`config.mk`:
```
export PLATFORM = sky130hd
export DESIGN_NAME = soc_io_page
export DESIGN_NICKNAME = d
export VERILOG_FILES = /design/src/rtl/soc_io_pkg.sv /design/src/rtl/uart_tx_buffered.sv /design/src/rtl/soc_io_page.sv
export SDC_FILE = /design/constraint.sdc
export NUM_CORES = 1
export LEC_CHECK = 0
export CORE_ASPECT_RATIO = 0.5
export CORE_MARGIN = 3
export CORE_UTILIZATION = 43
export DETAILED_ROUTE_END_ITERATION = 8
export PLACE_DENSITY = 0.95
export SLEW_MARGIN = 20
export SYNTH_ARGS = -nofsm -noshare
export SYNTH_HDL_FRONTEND = slang
export SYNTH_SLANG_ARGS = --single-unit
```
`constraint.sdc`:
```
create_clock -name clk -period 4.9 [get_ports clk]
set_clock_uncertainty 0.15 [all_clocks]
set_input_delay 0.98 -clock clk [delete_from_list [all_inputs] [get_ports clk]]
set_output_delay 0.98 -clock clk [all_outputs]
set_load 0.05 [all_outputs]
```
`src/rtl/soc_io_pkg.sv`:
```
// Shared definitions for the SOC I/O page: register decode bits, status bit
// positions and the UART transmitter state encoding.
package soc_io_pkg;

   // One-hot word-offset address bits selecting each I/O register
   localparam int REG_LED_BIT  = 2;
   localparam int REG_DATA_BIT = 3;
   localparam int REG_STAT_BIT = 4;

   // Bit positions inside the UART status word
   localparam int STAT_FULL_BIT = 8;
   localparam int STAT_BUSY_BIT = 9;
   localparam int STAT_OVR_BIT  = 10;

   // Data bits per UART character (8N1)
   localparam int UART_BITS = 8;

   // Transmitter frame phases
   typedef enum logic [1:0] {
      TX_IDLE  = 2'd0,
      TX_START = 2'd1,
      TX_DATA  = 2'd2,
      TX_STOP  = 2'd3
   } tx_state_t;

endpackage

```
`src/rtl/uart_tx_buffered.sv`:
```
// 8N1 UART transmitter with a one-byte holding buffer in front of the shift
// register. A write that finds the buffer occupied is dropped and reported via
// a single-cycle overrun pulse; a write coinciding with the FSM popping the
// buffer is accepted. The serial line is driven from a register so it never
// glitches, and it is aligned with the FSM phase (it carries the value of the
// phase the FSM is in).
module uart_tx_buffered
   import soc_io_pkg::*;
#(
   parameter int CLK_FREQ_HZ = 25000000,
   parameter int BAUD        = 115200
) (
   input  logic       clk,
   input  logic       resetn,
   input  logic       wr,
   input  logic [7:0] wdata,
   output logic       tx,
   output logic       full,
   output logic       busy,
   output logic       overrun_pulse
);

   // Clock cycles per bit; truncating division, expected to be at least 2
   localparam int DIV   = CLK_FREQ_HZ / BAUD;
   localparam int CNT_W = (DIV > 2) ? $clog2(DIV) : 1;
   localparam logic [CNT_W-1:0] CNT_LAST = CNT_W'(DIV - 1);
   localparam logic [2:0]       BIT_LAST = 3'(UART_BITS - 1);

   tx_state_t        state;
   tx_state_t        state_nx;
   logic [CNT_W-1:0] cnt;
   logic [CNT_W-1:0] cnt_nx;
   logic [2:0]       bit_idx;
   logic [2:0]       bit_idx_nx;
   logic [7:0]       shift;
   logic [7:0]       shift_nx;
   logic [7:0]       hold;
   logic             tick;
   logic             pop;
   logic             accept;
   logic             tx_nx;

   // Last cycle of the current bit period
   assign tick = (cnt == CNT_LAST);

   // The idle FSM takes the buffered byte as soon as it sees one
   assign pop = (state == TX_IDLE) && full;

   // A write lands if the buffer is empty or is being emptied this very cycle
   assign accept        = wr && (!full || pop);
   assign overrun_pulse = wr && full && !pop;

   assign busy = full || (state != TX_IDLE);

   // FSM state register
   always_ff @(posedge clk or negedge resetn) begin
      if (!resetn) begin
         state <= TX_IDLE;
      end else begin
         state <= state_nx;
      end
   end

   // FSM next-state: walk start, eight data bits, stop, one bit period each
   always_comb begin
      state_nx = state;
      case (state)
         TX_IDLE:  if (full) state_nx = TX_START;
         TX_START: if (tick) state_nx = TX_DATA;
         TX_DATA:  if (tick && (bit_idx == BIT_LAST)) state_nx = TX_STOP;
         TX_STOP:  if (tick) state_nx = TX_IDLE;
         default:  state_nx = TX_IDLE;
      endcase
   end

   // Next values of the baud counter, bit index and shift register
   always_comb begin
      cnt_nx     = '0;
      bit_idx_nx = bit_idx;
      shift_nx   = shift;
      if ((state != TX_IDLE) && !tick) begin
         cnt_nx = cnt + CNT_W'(1);
      end
      if (state == TX_START) begin
         bit_idx_nx = '0;
      end
      if (pop) begin
         shift_nx = hold;
      end else if ((state == TX_DATA) && tick) begin
         shift_nx   = {1'b0, shift[7:1]};
         bit_idx_nx = bit_idx + 3'd1;
      end
   end

   // FSM output: line level for the phase being entered, LSB first
   always_comb begin
      tx_nx = 1'b1;
      case (state_nx)
         TX_START: tx_nx = 1'b0;
         TX_DATA:  tx_nx = shift_nx[0];
         default:  tx_nx = 1'b1;
      endcase
   end

   // Control registers: bit timing and the registered serial line
   always_ff @(posedge clk or negedge resetn) begin
      if (!resetn) begin
         cnt     <= '0;
         bit_idx <= '0;
         tx      <= 1'b1;
      end else begin
         cnt     <= cnt_nx;
         bit_idx <= bit_idx_nx;
         tx      <= tx_nx;
      end
   end

   // Buffer occupancy: load on an accepted write, clear when popped alone
   always_ff @(posedge clk or negedge resetn) begin
      if (!resetn) begin
         full <= 1'b0;
      end else if (accept) begin
         full <= 1'b1;
      end else if (pop) begin
         full <= 1'b0;
      end
   end

   // Data registers: contents only matter once qualified by full or the FSM
   always_ff @(posedge clk) begin
      shift <= shift_nx;
      if (accept) begin
         hold <= wdata;
      end
   end

endmodule

```
`src/rtl/soc_io_page.sv`:
```
// Memory-mapped I/O page beside the RAM on the processor bus. Any access with
// the page bit set is claimed here. Registers are selected one-hot by word
// offset bits: LED, UART data and UART status. Several bits set on a write
// writes every selected register; on a read the lowest set bit wins.
module soc_io_page
   import soc_io_pkg::*;
#(
   parameter int IO_BIT      = 22,
   parameter int LED_W       = 8,
   parameter int CLK_FREQ_HZ = 25000000,
   parameter int BAUD        = 115200
) (
   input  logic             clk,
   input  logic             resetn,
   input  logic [31:0]      mem_addr,
   input  logic [31:0]      mem_wdata,
   input  logic [3:0]       mem_wmask,
   input  logic             mem_rstrb,
   output logic [31:0]      io_rdata,
   output logic [LED_W-1:0] led,
   output logic             uart_tx
);

   logic        sel;
   logic        wr;
   logic        rd;
   logic        led_wr;
   logic        data_wr;
   logic        stat_rd;
   logic [31:0] led_ext;
   logic [31:0] stat_word;
   logic [31:0] rd_val;
   logic        uart_full;
   logic        uart_busy;
   logic        ovr_pulse;
   logic        overrun;
   logic        unused_ok;

   assign sel = mem_addr[IO_BIT];
   assign wr  = sel && (mem_wmask != 4'b0000);
   assign rd  = sel && mem_rstrb;

   // Registers hold byte data, so only the low byte lane qualifies a write
   assign led_wr  = wr && mem_wmask[0] && mem_addr[REG_LED_BIT];
   assign data_wr = wr && mem_wmask[0] && mem_addr[REG_DATA_BIT];

   // Only a read that actually resolves to the status register clears overrun
   assign stat_rd = rd && !mem_addr[REG_LED_BIT] && !mem_addr[REG_DATA_BIT]
                    && mem_addr[REG_STAT_BIT];

   // Address and data bits outside the decode carry no meaning for this page
   assign unused_ok = ^{mem_addr, mem_wdata};

   uart_tx_buffered #(
      .CLK_FREQ_HZ (CLK_FREQ_HZ),
      .BAUD        (BAUD)
   ) u_uart (
      .clk           (clk),
      .resetn        (resetn),
      .wr            (data_wr),
      .wdata         (mem_wdata[7:0]),
      .tx            (uart_tx),
      .full          (uart_full),
      .busy          (uart_busy),
      .overrun_pulse (ovr_pulse)
   );

   // Zero-extended LED value and assembled status word
   always_comb begin
      led_ext = '0;
      led_ext[LED_W-1:0] = led;
      stat_word = '0;
      stat_word[STAT_OVR_BIT]  = overrun;
      stat_word[STAT_BUSY_BIT] = uart_busy;
      stat_word[STAT_FULL_BIT] = uart_full;
   end

   // Read mux with lowest-offset priority; unmapped offsets read as zero
   always_comb begin
      rd_val = '0;
      if (mem_addr[REG_LED_BIT]) begin
         rd_val = led_ext;
      end else if (mem_addr[REG_DATA_BIT]) begin
         rd_val = '0;
      end else if (mem_addr[REG_STAT_BIT]) begin
         rd_val = stat_word;
      end
   end

   // Registered read data, one cycle after the strobe like the RAM
   always_ff @(posedge clk or negedge resetn) begin
      if (!resetn) begin
         io_rdata <= '0;
      end else if (rd) begin
         io_rdata <= rd_val;
      end
   end

   // LED register
   always_ff @(posedge clk or negedge resetn) begin
      if (!resetn) begin
         led <= '0;
      end else if (led_wr) begin
         led <= mem_wdata[LED_W-1:0];
      end
   end

   // Sticky overrun: a new drop outranks the clearing status read
   always_ff @(posedge clk or negedge resetn) begin
      if (!resetn) begin
         overrun <= 1'b0;
      end else if (ovr_pulse) begin
         overrun <= 1'b1;
      end else if (stat_rd) begin
         overrun <= 1'b0;
      end
   end

endmodule
```
# Yosys cells after proc, flatten, opt, wreduce, memory -nomap -nowiden
# Cells that the tools add are included.
word_totals:
  word_cells: 67
  out_inout_bits: 41
  register_bits: 72
op_classes:
  muxes: 19
  add_sub_neg: 2
  eq_ne: 7
  reduce_logical: 28
op_table:
  columns: ["cell", "count"]
  rows:
  - ["two-way mux 11 bit", 3]
  - ["two-way mux 8 bit", 3]
  - ["logical AND 1 bit", 15]
  - ["two-way mux 3 bit", 3]
  - ["adder 8 x 1 -> 8 bit, second input constant", 1]
  - ["== test 8 bit, second input constant", 1]
  - ["two-way mux 2 bit", 4]
  - ["case mux 2 bit (4 select lines)", 1]
  - ["nonzero test 2 bit", 4]
  - ["== test 2 bit, second input constant", 3]
  - ["zero test 1 bit", 5]
  - ["== test 2 x 1 -> 1 bit, second input constant", 2]
  - ["two-way mux 1 bit", 4]
  - ["nonzero test 4 bit", 1]
  - ["adder 3 x 1 -> 3 bit, second input constant", 1]
  - ["== test 3 bit, second input constant", 1]
  - ["zero test 2 bit", 1]
  - ["logical OR 1 bit", 2]
  - ["case mux 1 bit (2 select lines)", 1]

# Depth between registers and ports, before layout
# Gate-level depths: netlist of the first run.
logic_depth:
  word_depth: 7
  depth_mapped: 7

# Modules after synthesis
# Synthesis of the first run repeated with hierarchy kept, for this count alone.
hier_totals:
  hier_cells: 213
  area_unflattened_um2: 2423.6
by_module_without_submodules:
  columns: ["module", "cells_each", "n_inst", "area_per_inst_um2"]
  rows:
  - ["uart_tx_buffered", 122, 1, 1435.1]
  - ["soc_io_page", 91, 1, 988.4]

# Worst setup path before layout of the first run
# OpenSTA, ideal clock, no wires.
synth_path:
  path_type: "input to register"
  from: "in mem_addr[2]"
  to: "reg led[0]"
  arrival_time_ns: 1.744
  cell_stages: 3
  setup_ns: 0.128
  path_slack_ns: 2.878
  path_cell_list: "buf_2 -> nand3_1 -> mux2_1"
synth_via:
  elab_chain_cells: 1
synth_lines:
  columns: ["item", "line", "rtl"]
  rows:
  - ["start, declared", "soc_io_page.sv:15", "input logic [31:0] mem_addr,"]
  - ["logical AND 1 bit", "soc_io_page.sv:44", "assign led_wr = wr && mem_wmask[0] && mem_addr[REG_LED_BIT];"]
  - ["end signal, assigned", "soc_io_page.sv:104", "led <= mem_wdata[LED_W-1:0];"]
  - ["end, declared", "soc_io_page.sv:20", "output logic [LED_W-1:0] led,"]
# Every way passes these cells.
# A chain may end at the register's enable or synchronous reset.

# Final worst setup path of the first run
layout_path:
  from: "reg u_uart.tx"
  to: "out uart_tx"
layout_rtl:
  columns: ["item", "line", "rtl"]
  rows:
  - ["start, declared", "uart_tx_buffered.sv:17", "output logic tx,"]
  - ["start signal, assigned", "uart_tx_buffered.sv:114", "tx <= tx_nx;"]
  - ["end, declared", "soc_io_page.sv:21", "output logic uart_tx"]
# No word-level cell between the ends.

==> summary.md, run 1 <==
| Metric | Value |
|---|---|
| Crit end category | output pin |
| DIE WIDTH | 109 um |
| Core area | 0.00472 mm^2 |
| Die height | 57.3 um |
| Worst Hold Depth | 2 |
| Root Buffer Master | clkbuf_8 |
| Initial Util | 0.480 |
| Via/cell ratio | 5.04 |
| Max Fclk | 362 MHz |
| Initial antenna violation count | 0 |
| Fill count | 358 |
| Max Buffers Root-to-Sink | 2 |
| Share of cells above drive strength 1 | 0.0603 |
| EDFF count, synth | 15 |
| Setup Crit Path Kind | reg -> out |
| CP Buf/Inv Count | 1 |
| Grt ovf | 0 |
| # rows | 17 |
| Pwr dens | 357 mW/mm^2 |
| Mean post-synth cell area | 11.6 um^2 |
| IO buf count | 35 |
| Min Clock Period, post-route | 2.76 ns |
| CP peak stage delay | 0.82 ns |
| CP cell instances | clkdlybuf4s50_1 |
| Hold Fails Final Rpt | 0 |
| Clock share of power | 0.265 |
| Fin cells | 298 |
| Worst path depth | 1 |
| Worst-path fanout max | 1 |
| Leak | 1.13 nW |
| Final WL | 4.28 mm |
| Run status | finished clean |
| Reg2reg path depth | 5 |
| Combinational power share | 0.234 |
| CP delay by family, top | buffers and inverters |
| Vias in the first global route | 1506 |
| Fin. max-slew vios | 0 |
| Async S/R FF share, synth | 0.686 |
| Peak VDD IR | 0.265 mV |
| Seq pwr share | 0.501 |
| Hold_buf cts | 0 |
| Hold Path Class | reg -> reg |
| Worst Setup Start Kind | register |
| Multi-input combinational cell area | 787 um^2 |
| Yosys warns | 0 |
| Number of I/O pins | 112 |
| Avg WL per Cell | 14.3 um |
| Detailed-route via count | 1502 |
| Net Sw Power | 0.000302 W |
| Int Power | 0.000657 W |
| Clock latency on the worst-skew pair | 0.29 ns |
| Post-synth top flop | dfrtp_1 |
| Area leader, netlist | dfrtp_1 |
| Pin count of the biggest net entering global routing | 36 |
| Net Sw Frac | 0.315 |
| Post-synthesis sequential area ratio | 0.595 |
| First-pass GRT wire length | 7.02 mm |
| Synth top area cells | dfrtp_1 38%, edfxtp_1 20%, buf_4 7.0% |
| # Max-Cap Violations | 0 |
| Sequential Area | 0.00135 mm^2 |
| Clock slew at reported path FFs | 0.08 ns |
| Period utilization | 0.563 |
| Detailed Place HPWL | 3.19 mm |
| DP Cell Count | 290 |
| Final ANT Viol Nets | 0 |
| Drt first pass iters | 4 |
| Total Nets Final | 306 |
| Critical path's slowest cell | clkdlybuf4s50_1 |
| GRT Total Usage | 0.143 |
| Share of the synthesized area in the top cell type | 0.375 |
| DR iter-0 viols | 69 |
| Yosys cell types | 36 |
| Resized Gates After CTS | 0 |
| CTS Buf Count | 5 |
| Setup-failing EPs final | 0 |
| Seq cells post-synth | 51 |
| CTS sink cnt | 51 |
| CTS tree | done |
| RSZ-0062 raised after global routing | false |
| Die Area | 0.00623 mm^2 |
| Slew @ Worst Pin | 0.783 ns |
| Crit path arrival time | 1.63 ns |
| Setup bufs post-CTS | 0 |
| Synth Instances | 195 |
| Antenna diodes | 0 |
| Worst EP required | 3.77 ns |
| Max H-tree Level | 2 |
| Syn-to-layout area delta | 18.7% |
| Setup TNS | 0 ns |
| Max_slew headroom | 0.477 |
| Final GP Congestion | 0.721 |
| Syn Std Cell Area | 0.00227 mm^2 |
| Final routed DRC violation total | 0 |
## power by group through the flow
stage	registers [W]	clock network, W	logic (W)
global placement	0.000488	0	0.000221
global route	0.000485	0.000274	0.000235
finish	0.000480	0.000254	0.000225
floorplan	0.000571	0	0.0000755
detailed placement	0.000489	0	0.000225
CTS	0.000481	0.000257	0.000226
## stage by stage
step | hold WS, ns | utilization | cell area [um^2] | setup WS (ns) | power (W)
finish | 0.348 | 0.570 | 2690 | 2.14 | 0.000959
global route | 0.374 | 0.570 | 2690 | 2.11 | 0.000993
CTS | 0.354 | 0.570 | 2690 | 2.13 | 0.000964
detailed placement | 0.335 | 0.548 | 2590 | 2.09 | 0.000715
global placement | 0.317 | 0.548 | 2590 | 2.16 | 0.000709
floorplan | 0.304 | - | 2340 | 2.88 | 0.000647
## kinds of logic after synthesis
family	after synthesis	synth area share
adders and majority gates	4	0.0221
muxes	9	0.0442
DFF	51	0.595
and+or+nand+nor	63	0.134
buffers and inverters	31	0.0911
xor gates and xnor gates	7	0.0271
other	1	0.00165
AOI/OAI and AO/OA	29	0.0850
## sequential cells by signal, summed over array words and instances (netlist names)
signal,flops
io_rdata,11
led,8
u_uart.cnt,8
u_uart.hold,8
u_uart.shift,8
u_uart.bit_idx,3
u_uart.state,2
overrun,1
u_uart.full,1
u_uart.tx,1
## worst reg2reg max path: stages, from the launching register on
cell and delay, ns:
dfrtp_1 0.44, inv_1 0.10, ha_1 0.14, and3b_1 0.26, and3_1 0.49, or2_1 0.34
## final timing paths
| path | start | to | slack, ns |
|---|---|---|---|
| setup / recovery | u_uart.tx | uart_tx | 2.14 |
| hold / removal | io_rdata[6] | io_rdata[6] | 0.35 |
| setup reg to reg | u_uart.cnt[1] | u_uart.shift[3] | 2.66 |
| hold reg to reg | io_rdata[6] | io_rdata[6] | 0.35 |
| max in group asynchronous | resetn | u_uart.tx | 3.33 |
| min in group asynchronous | resetn | u_uart.cnt[5] | 0.93 |
## cell type report
type                            count  share of cell area
Clock buffer                        8              0.0372
Inverter                            4             0.00558
Multi-Input combinational cell    133               0.293
Sequential cell                    51               0.501
Tap cell                           66              0.0307
Timing Repair Buffer               36               0.133
## layout by cell type, fill, tap and decap left out, drive strengths merged, types with 3 or more instances in the layout
cell type,n
o21ai,15
and3,3
nor2,10
mux2,8
a22o,6
clkbuf,8
edfxtp,15
clkdlybuf4s50,35
ha,4
conb,21
nor2b,3
dfrtp,34
nand3,10
inv,4
xor2,5
nand2,29
## metal layers
metal / track usage / up-vias / routed length, um
met4: 0.0504 / 0 / 62
met5: 0 / - / 0
met2: 0.260 / 60 / 2180
met1: 0.164 / 737 / 1800
met3: 0.0395 / 6 / 229
li1: - / 699 / -
## Yosys cell counts (2+ instances only)
master      n
dfrtp_1    34
buf_2       3
nor2b_1     3
xor2_1      5
and2_1      2
o21ai_1    15
xnor2_1     2
edfxtp_1   15
nand2_1    29
ha_1        4
mux2_2      4
a22o_1      6
clkbuf_1    2
a2bb2oi_1   2
mux2_1      4
buf_4      21
inv_1       4
and3_1      3
a311oi_1    2
nor2_1     10
nand3_1    10
(Power assumes the default switching activity.)
==> run 2: changes to the inputs <==
- CORE_UTILIZATION: 43 -> 40
- PLACE_DENSITY: 0.95 -> 0.91
- clock period: 4.9 -> 2.7 ns (I/O delays scaled with it)
==> run 2 against run 1 <==
Compared with the run above: total power is 99% higher; hold slack worse by 0.0064 ns; die area increased by 6.9%; count of clock-buffer cells in the layout fell by 3; critical path type unchanged; highest routed layer unchanged.
==> summary.md, run 2 (synthesis gave the netlist of run 1 again) <==
| Metric | Value |
|---|---|
| Clock latency on the worst-skew pair | 0.29 ns (about the same) |
| Clock slew at reported path FFs | 0.06 ns (was 0.08 ns) |
| Hold_buf cts | 0 (unchanged) |
| Leak | 1.16 nW (was 1.13 nW) |
| CP cell instances | clkdlybuf4s50_1 (unchanged) |
| Reg2Reg Setup Slack | 0.45 ns (was 2.66 ns) |
| Die height | 59.2 um (was 57.3 um) |
| Max_slew headroom | 0.592 (was 0.477) |
| Total Nets Final | 307 (was 306) |
| Number of I/O pins | 112 (unchanged) |
| Initial antenna violation count | 0 (unchanged) |
| Max Buffers Root-to-Sink | 2 (unchanged) |
| Critical Path Start | u_uart.tx (unchanged) |
| Run status | finished clean (unchanged) |
| Share of cells above drive strength 1 | 0.0687 (was 0.0603) |
| Critical path's slowest cell | clkdlybuf4s50_1 (unchanged) |
| R2R Path Start | u_uart.state[1] (was u_uart.cnt[1]) |
| Peak VDD IR | 0.562 mV (was 0.265 mV) |
| Hold slack | 0.342 ns (was 0.348 ns) |
| Worst EP required | 2.01 ns (was 3.77 ns) |
| Initial Util | 0.437 (was 0.480) |
| Grt ovf | 0 (unchanged) |
| Final worst slack | 0.391 ns (was 2.14 ns) |
| CTS Buf Count | 5 (unchanged) |
| # rows | 18 (was 17) |
| CP delay by family, top | buffers and inverters (unchanged) |
| Final GP Congestion | 0.776 (was 0.721) |
| Pwr dens | 693 mW/mm^2 (was 357 mW/mm^2) |
| DR iter-0 viols | 132 (was 69) |
| Hold Path Class | reg -> reg (unchanged) |
| Reg2reg path depth | 3 (was 5) |
| RSZ-0062 raised after global routing | false (unchanged) |
| Via/cell ratio | 4.91 (was 5.04) |
| Max H-tree Level | 2 (unchanged) |
| # Max-Cap Violations | 0 (unchanged) |
| Avg WL per Cell | 15.0 um (was 14.3 um) |
| Worst-path fanout max | 1 (unchanged) |
| Root Buffer Master | clkbuf_16 (was clkbuf_8) |
| Worst Setup Start Kind | register (unchanged) |
| Commonest non-fill, non-tap cell in the layout | clkdlybuf4s50_1 (unchanged) |
| Final ANT Viol Nets | 0 (unchanged) |
| CP endpoint | uart_tx (unchanged) |
| Crit end category | output pin (unchanged) |
| Final routed DRC violation total | 0 (unchanged) |
| Worst path depth | 1 (unchanged) |
| Resized Gates After CTS | 0 (unchanged) |
| Die Area | 0.00666 mm^2 (was 0.00623 mm^2) |
| Power Total | 0.00191 W (was 0.000959 W) |
| Period utilization | 0.855 |
| CP peak stage delay | 0.81 ns (was 0.82 ns) |
| CTS sink cnt | 51 (unchanged) |
| Leading cell types in the layout, fill and taps excluded | 35 x clkdlybuf4s50_1, 34 x dfrtp_1, 29 x nand2_1 (unchanged) |
| Setup TNS | 0 ns (unchanged) |
| First-pass GRT wire length | 7.58 mm (was 7.02 mm) |
| Core area | 0.00518 mm^2 (was 0.00472 mm^2) |
| DIE WIDTH | 112 um (was 109 um) |
| Setup-failing EPs final | 0 (unchanged) |
| Detailed-route via count | 1489 (was 1502) |
| CP Buf/Inv Count | 1 (unchanged) |
| Fill count | 424 (was 358) |
| Drt first pass iters | 4 (unchanged) |
| R2r endpoint | u_uart.shift[2] (was u_uart.shift[3]) |
| Setup Slack @ Placement | 0.312 ns (was 2.09 ns) |
| IO buf count | 35 (unchanged) |
| Pin count of the biggest net entering global routing | 36 (unchanged) |
| GRT Total Usage | 0.147 (was 0.143) |
| Setup bufs post-CTS | 0 (unchanged) |
| Fin. max-slew vios | 0 (unchanged) |
| Slew @ Worst Pin | 0.611 ns (was 0.783 ns) |
| Number of flip-flops in the largest register | 11 (unchanged) |
| Hold Fails Final Rpt | 0 (unchanged) |
| Crit path arrival time | 1.62 ns (was 1.63 ns) |
| Antenna diodes | 0 (unchanged) |
| Syn-to-layout area delta | 21.4% (was 18.7%) |
| Max Fclk | 433 MHz |
| Final WL | 4.55 mm (was 4.28 mm) |
| Min Clock Period, post-route | 2.31 ns |
| Setup Crit Path Kind | reg -> out (unchanged) |
| CTS tree | done (unchanged) |
| Vias in the first global route | 1563 (was 1506) |
| Top reg by flops | io_rdata (unchanged) |
| Detailed Place HPWL | 3.15 mm (was 3.19 mm) |
run 2: changes by cell type in the layout (fill, tap and decap cells not counted), sizes merged:
cell,previous run,this run
buf,1,2
clkinv,0,2
clkbuf,8,5
inv,4,5
run 2: layer usage:
layer	share of wire	up-vias	global-route usage	wire [um]
met5	0	-	0	0
met2	0.53	52	0.276	2400
met3	0.059	2	0.0438	269
met1	0.41	728	0.165	1840
met4	0.0066	0	0.0445	30
li1	-	707	-	-
run 2: layout make-up:
cell class                 count  area (um^2)  share of cell area
inverter                       4         15.0             0.00546
timing repair buffer          37          365               0.133
tap                           70         87.6              0.0318
multi-input combinational    133          787               0.286
sequential                    51         1350               0.490
clock buffer                   5          125              0.0455
clock inverter                 3         22.5             0.00819
run 2: stage by stage:
stage               cells  instance area [um^2]   util
finish                303                  2750  0.531
global route          303                  2750  0.531
CTS                   303                  2750  0.531
detailed placement    295                  2600  0.502
global placement      295                  2600  0.502
floorplan             215                  2340      -
run 2: worst register-to-register path: cells and delay by family, from the launching register on:
family        cells  cell delay [ns]
flops             1             0.59
simple gates      3             1.18
run 2: worst min-delay path by stage:
stage / start / end / slack (ns) / cells past startpoint
floorplan: resetn / io_rdata[0] / 0.09 / 0
global placement: u_uart.bit_idx[0] / u_uart.bit_idx[0] / 0.32 / 1
detailed placement: io_rdata[3] / io_rdata[3] / 0.33 / 2
CTS: io_rdata[3] / io_rdata[3] / 0.35 / 2
global route: io_rdata[6] / io_rdata[6] / 0.37 / 2
finish: io_rdata[8] / io_rdata[8] / 0.34 / 2
run 2: where the power goes:
part | internal (W) | switching [W]
registers | 0.000839 | 0.0000339
clock network | 0.000347 | 0.000277
logic | 0.000120 | 0.000290
total | 0.00131 | 0.000601
==> run 3: changes to the inputs <==
- CAP_MARGIN: not set -> 10
- CORE_UTILIZATION: 40 -> 36
- GPL_TIMING_DRIVEN: not set -> 0
- PLACE_DENSITY: 0.91 -> 0.87
- clock period: 2.7 -> 2.1 ns (I/O delays scaled with it)
==> run 3 against run 2 <==
Compared with the run above: register-to-register slack got worse by 0.34 ns; sequential power increased by 28%; critical path type unchanged; via count increased by 6.6%; worst setup slack got worse by 0.35 ns; cell count increased by 13%; non-clock buffer count increased by 26; first-iteration DRC count decreased by 14%.
==> summary.md, run 3 (synthesis gave the netlist of run 1 again) <==
| Metric | Value |
|---|---|
| Run status | finished clean (unchanged) |
| Setup TNS | 0 ns (unchanged) |
| Clock latency on the worst-skew pair | 0.29 ns (about the same) |
| Clock share of power | 0.381 (was 0.327) |
| RSZ-0062 raised after global routing | false (unchanged) |
| CTS sink cnt | 51 (unchanged) |
| Crit end category | output pin (unchanged) |
| Root Buffer Master | clkbuf_16 (unchanged) |
| Via/cell ratio | 4.63 (was 4.91) |
| Net Sw Frac | 0.284 (was 0.315) |
| Initial antenna violation count | 0 (unchanged) |
| Combinational power share | 0.206 (was 0.215) |
| Int Power | 0.00194 W (was 0.00131 W) |
| Setup-failing EPs final | 0 (unchanged) |
| Total Nets Final | 333 (was 307) |
| CP delay by family, top | buffers and inverters (unchanged) |
| Detailed-route via count | 1587 (was 1489) |
| Post-route cell area | 0.00303 mm^2 (was 0.00275 mm^2) |
| Critical path's slowest cell | clkdlybuf4s50_1 (unchanged) |
| Setup bufs post-CTS | 0 (unchanged) |
| Commonest non-fill, non-tap cell in the layout | dfrtp_1 (was clkdlybuf4s50_1) |
| Worst Setup Start Kind | register (unchanged) |
| Die height | 62.1 um (was 59.2 um) |
| Drt first pass iters | 4 (unchanged) |
| Pwr dens | 897 mW/mm^2 (was 693 mW/mm^2) |
| Period utilization | 0.981 |
| Detailed Place HPWL | 3.53 mm (was 3.15 mm) |
| Setup Crit Path Kind | reg -> out (unchanged) |
| Final WL | 4.77 mm (was 4.55 mm) |
| Number of flip-flops in the largest register | 11 (unchanged) |
| Final worst slack | 0.0405 ns (was 0.391 ns) |
| Number of I/O pins | 112 (unchanged) |
| Pin count of the biggest net entering global routing | 25 (was 36) |
| Placed Area | 0.00281 mm^2 (was 0.00260 mm^2) |
| Setup Slack @ Placement | -0.154 ns (was 0.312 ns) |
| Final ANT Viol Nets | 0 (unchanged) |
| Max Fclk | 486 MHz |
| Initial Util | 0.392 (was 0.437) |
| Hold Fails Final Rpt | 0 (unchanged) |
| Net Sw Power | 0.000772 W (was 0.000601 W) |
| # Max-Cap Violations | 0 (unchanged) |
| DR iter-0 viols | 114 (was 132) |
| Antenna diodes | 0 (unchanged) |
| Core area | 0.00578 mm^2 (was 0.00518 mm^2) |
| Worst-path fanout max | 3 (was 1) |
| Crit path arrival time | 1.49 ns (was 1.62 ns) |
| CTS Buf Count | 5 (unchanged) |
| IO buf count | 34 (was 35) |
| Leading cell types in the layout, fill and taps excluded | 34 x dfrtp_1, 29 x nand2_1, 27 x clkdlybuf4s50_1 (was 35 x clkdlybuf4s50_1, 34 x dfrtp_1, 29 x nand2_1) |
| Leak | 1.36 nW (was 1.16 nW) |
| Clock slew at reported path FFs | 0.06 ns (about the same) |
| Top reg by flops | io_rdata (unchanged) |
| Hold slack | 0.312 ns (was 0.342 ns) |
| Peak VDD IR | 0.595 mV (was 0.562 mV) |
| Max Buffers Root-to-Sink | 2 (unchanged) |
| DIE WIDTH | 118 um (was 112 um) |
| Syn-to-layout area delta | 33.6% (was 21.4%) |
| Fin. max-slew vios | 0 (unchanged) |
| Worst EP required | 1.53 ns (was 2.01 ns) |
| Grt ovf | 0 (unchanged) |
| Vias in the first global route | 1627 (was 1563) |
| Seq pwr share | 0.413 (was 0.458) |
| Share of cells above drive strength 1 | 0.166 (was 0.0687) |
| Min Clock Period, post-route | 2.06 ns |
| GRT Total Usage | 0.135 (was 0.147) |
| Max_slew headroom | 0.599 (was 0.592) |
| # rows | 19 (was 18) |
| Die Area | 0.00734 mm^2 (was 0.00666 mm^2) |
| Max H-tree Level | 2 (unchanged) |
| CTS tree | done (unchanged) |
| CP cell instances | clkdlybuf4s50_1 (unchanged) |
| Final GP Congestion | 0.736 (was 0.776) |
| First-pass GRT wire length | 7.94 mm (was 7.58 mm) |
| Final routed DRC violation total | 0 (unchanged) |
| Avg WL per Cell | 13.9 um (was 15.0 um) |
| CP Buf/Inv Count | 1 (unchanged) |
| Hold Path Class | in -> reg (was reg -> reg) |
| CP peak stage delay | 0.82 ns (was 0.81 ns) |
| Slew @ Worst Pin | 0.600 ns (was 0.611 ns) |
run 3: cell types whose count changed in the layout (fill, tap and decap cells not counted), moves of 2 or more:
cell             previous run  this run
buf_4                       2        21
clkdlybuf4s50_1            35        27
dlymetal6s2s_1              0         5
buf_2                       0         4
bufinv_16                   0         2
clkbuf_1                    0         2
run 3: worst paths after layout:
check	from	to	slack, ns	cells past startpoint
max	led[0]	led[0]	0.04	1
min	mem_addr[2]	io_rdata[2]	0.31	3
max reg2reg	u_uart.cnt[0]	u_uart.shift[5]	0.11	6
min reg2reg	io_rdata[1]	io_rdata[1]	0.34	2
max in group asynchronous	resetn	led[3]	0.98	3
min in group asynchronous	resetn	u_uart.cnt[5]	0.40	2
run 3: power by group through the flow:
stage,Sequential [W],Clock [W],Combinational [W]
3_3_place_gp,0.00114,0,0.000552
6_report,0.00112,0.00104,0.000561
2_1_floorplan,0.00133,0,0.000176
3_5_place_dp,0.00114,0,0.000564
5_1_grt,0.00113,0.00110,0.000591
4_1_cts,0.00112,0.00106,0.000567
run 3: timing repair:
action	in CTS	in global routing
hold buffers	1	0
gates resized for setup	1	7
endpoints found under the hold margin	10	0
endpoints found under the setup margin	1	20
pin swaps	0	0
run 3: metal layers:
metal	global-route usage	vias up	wire length, um	part of all wire
met2	0.230	58	2370	0.50
met4	0.0628	0	112	0.023
li1	-	756	-	-
met5	0	-	0	0
met3	0.0399	10	301	0.063
met1	0.158	763	1980	0.42
run 3: through the flow:
stage / cells / power, W / utilization
floorplan: 215 / 0.00151 / -
global placement: 333 / 0.00169 / 0.482
detailed placement: 334 / 0.00170 / 0.486
CTS: 343 / 0.00274 / 0.521
global route: 343 / 0.00282 / 0.524
finish: 343 / 0.00272 / 0.524
run 3: layout make-up:
| cell class | count | area [um^2] |
|---|---|---|
| flip-flops and latches | 51 | 1350 |
| clock buffers | 5 | 125 |
| plain buffers | 27 | 191 |
| repair buffers | 36 | 384 |
| clock inverters | 3 | 67.6 |
| multi-input cells | 133 | 792 |
| inverters | 4 | 15.0 |
| fillers | 498 | 2750 |
| well taps | 84 | 105 |
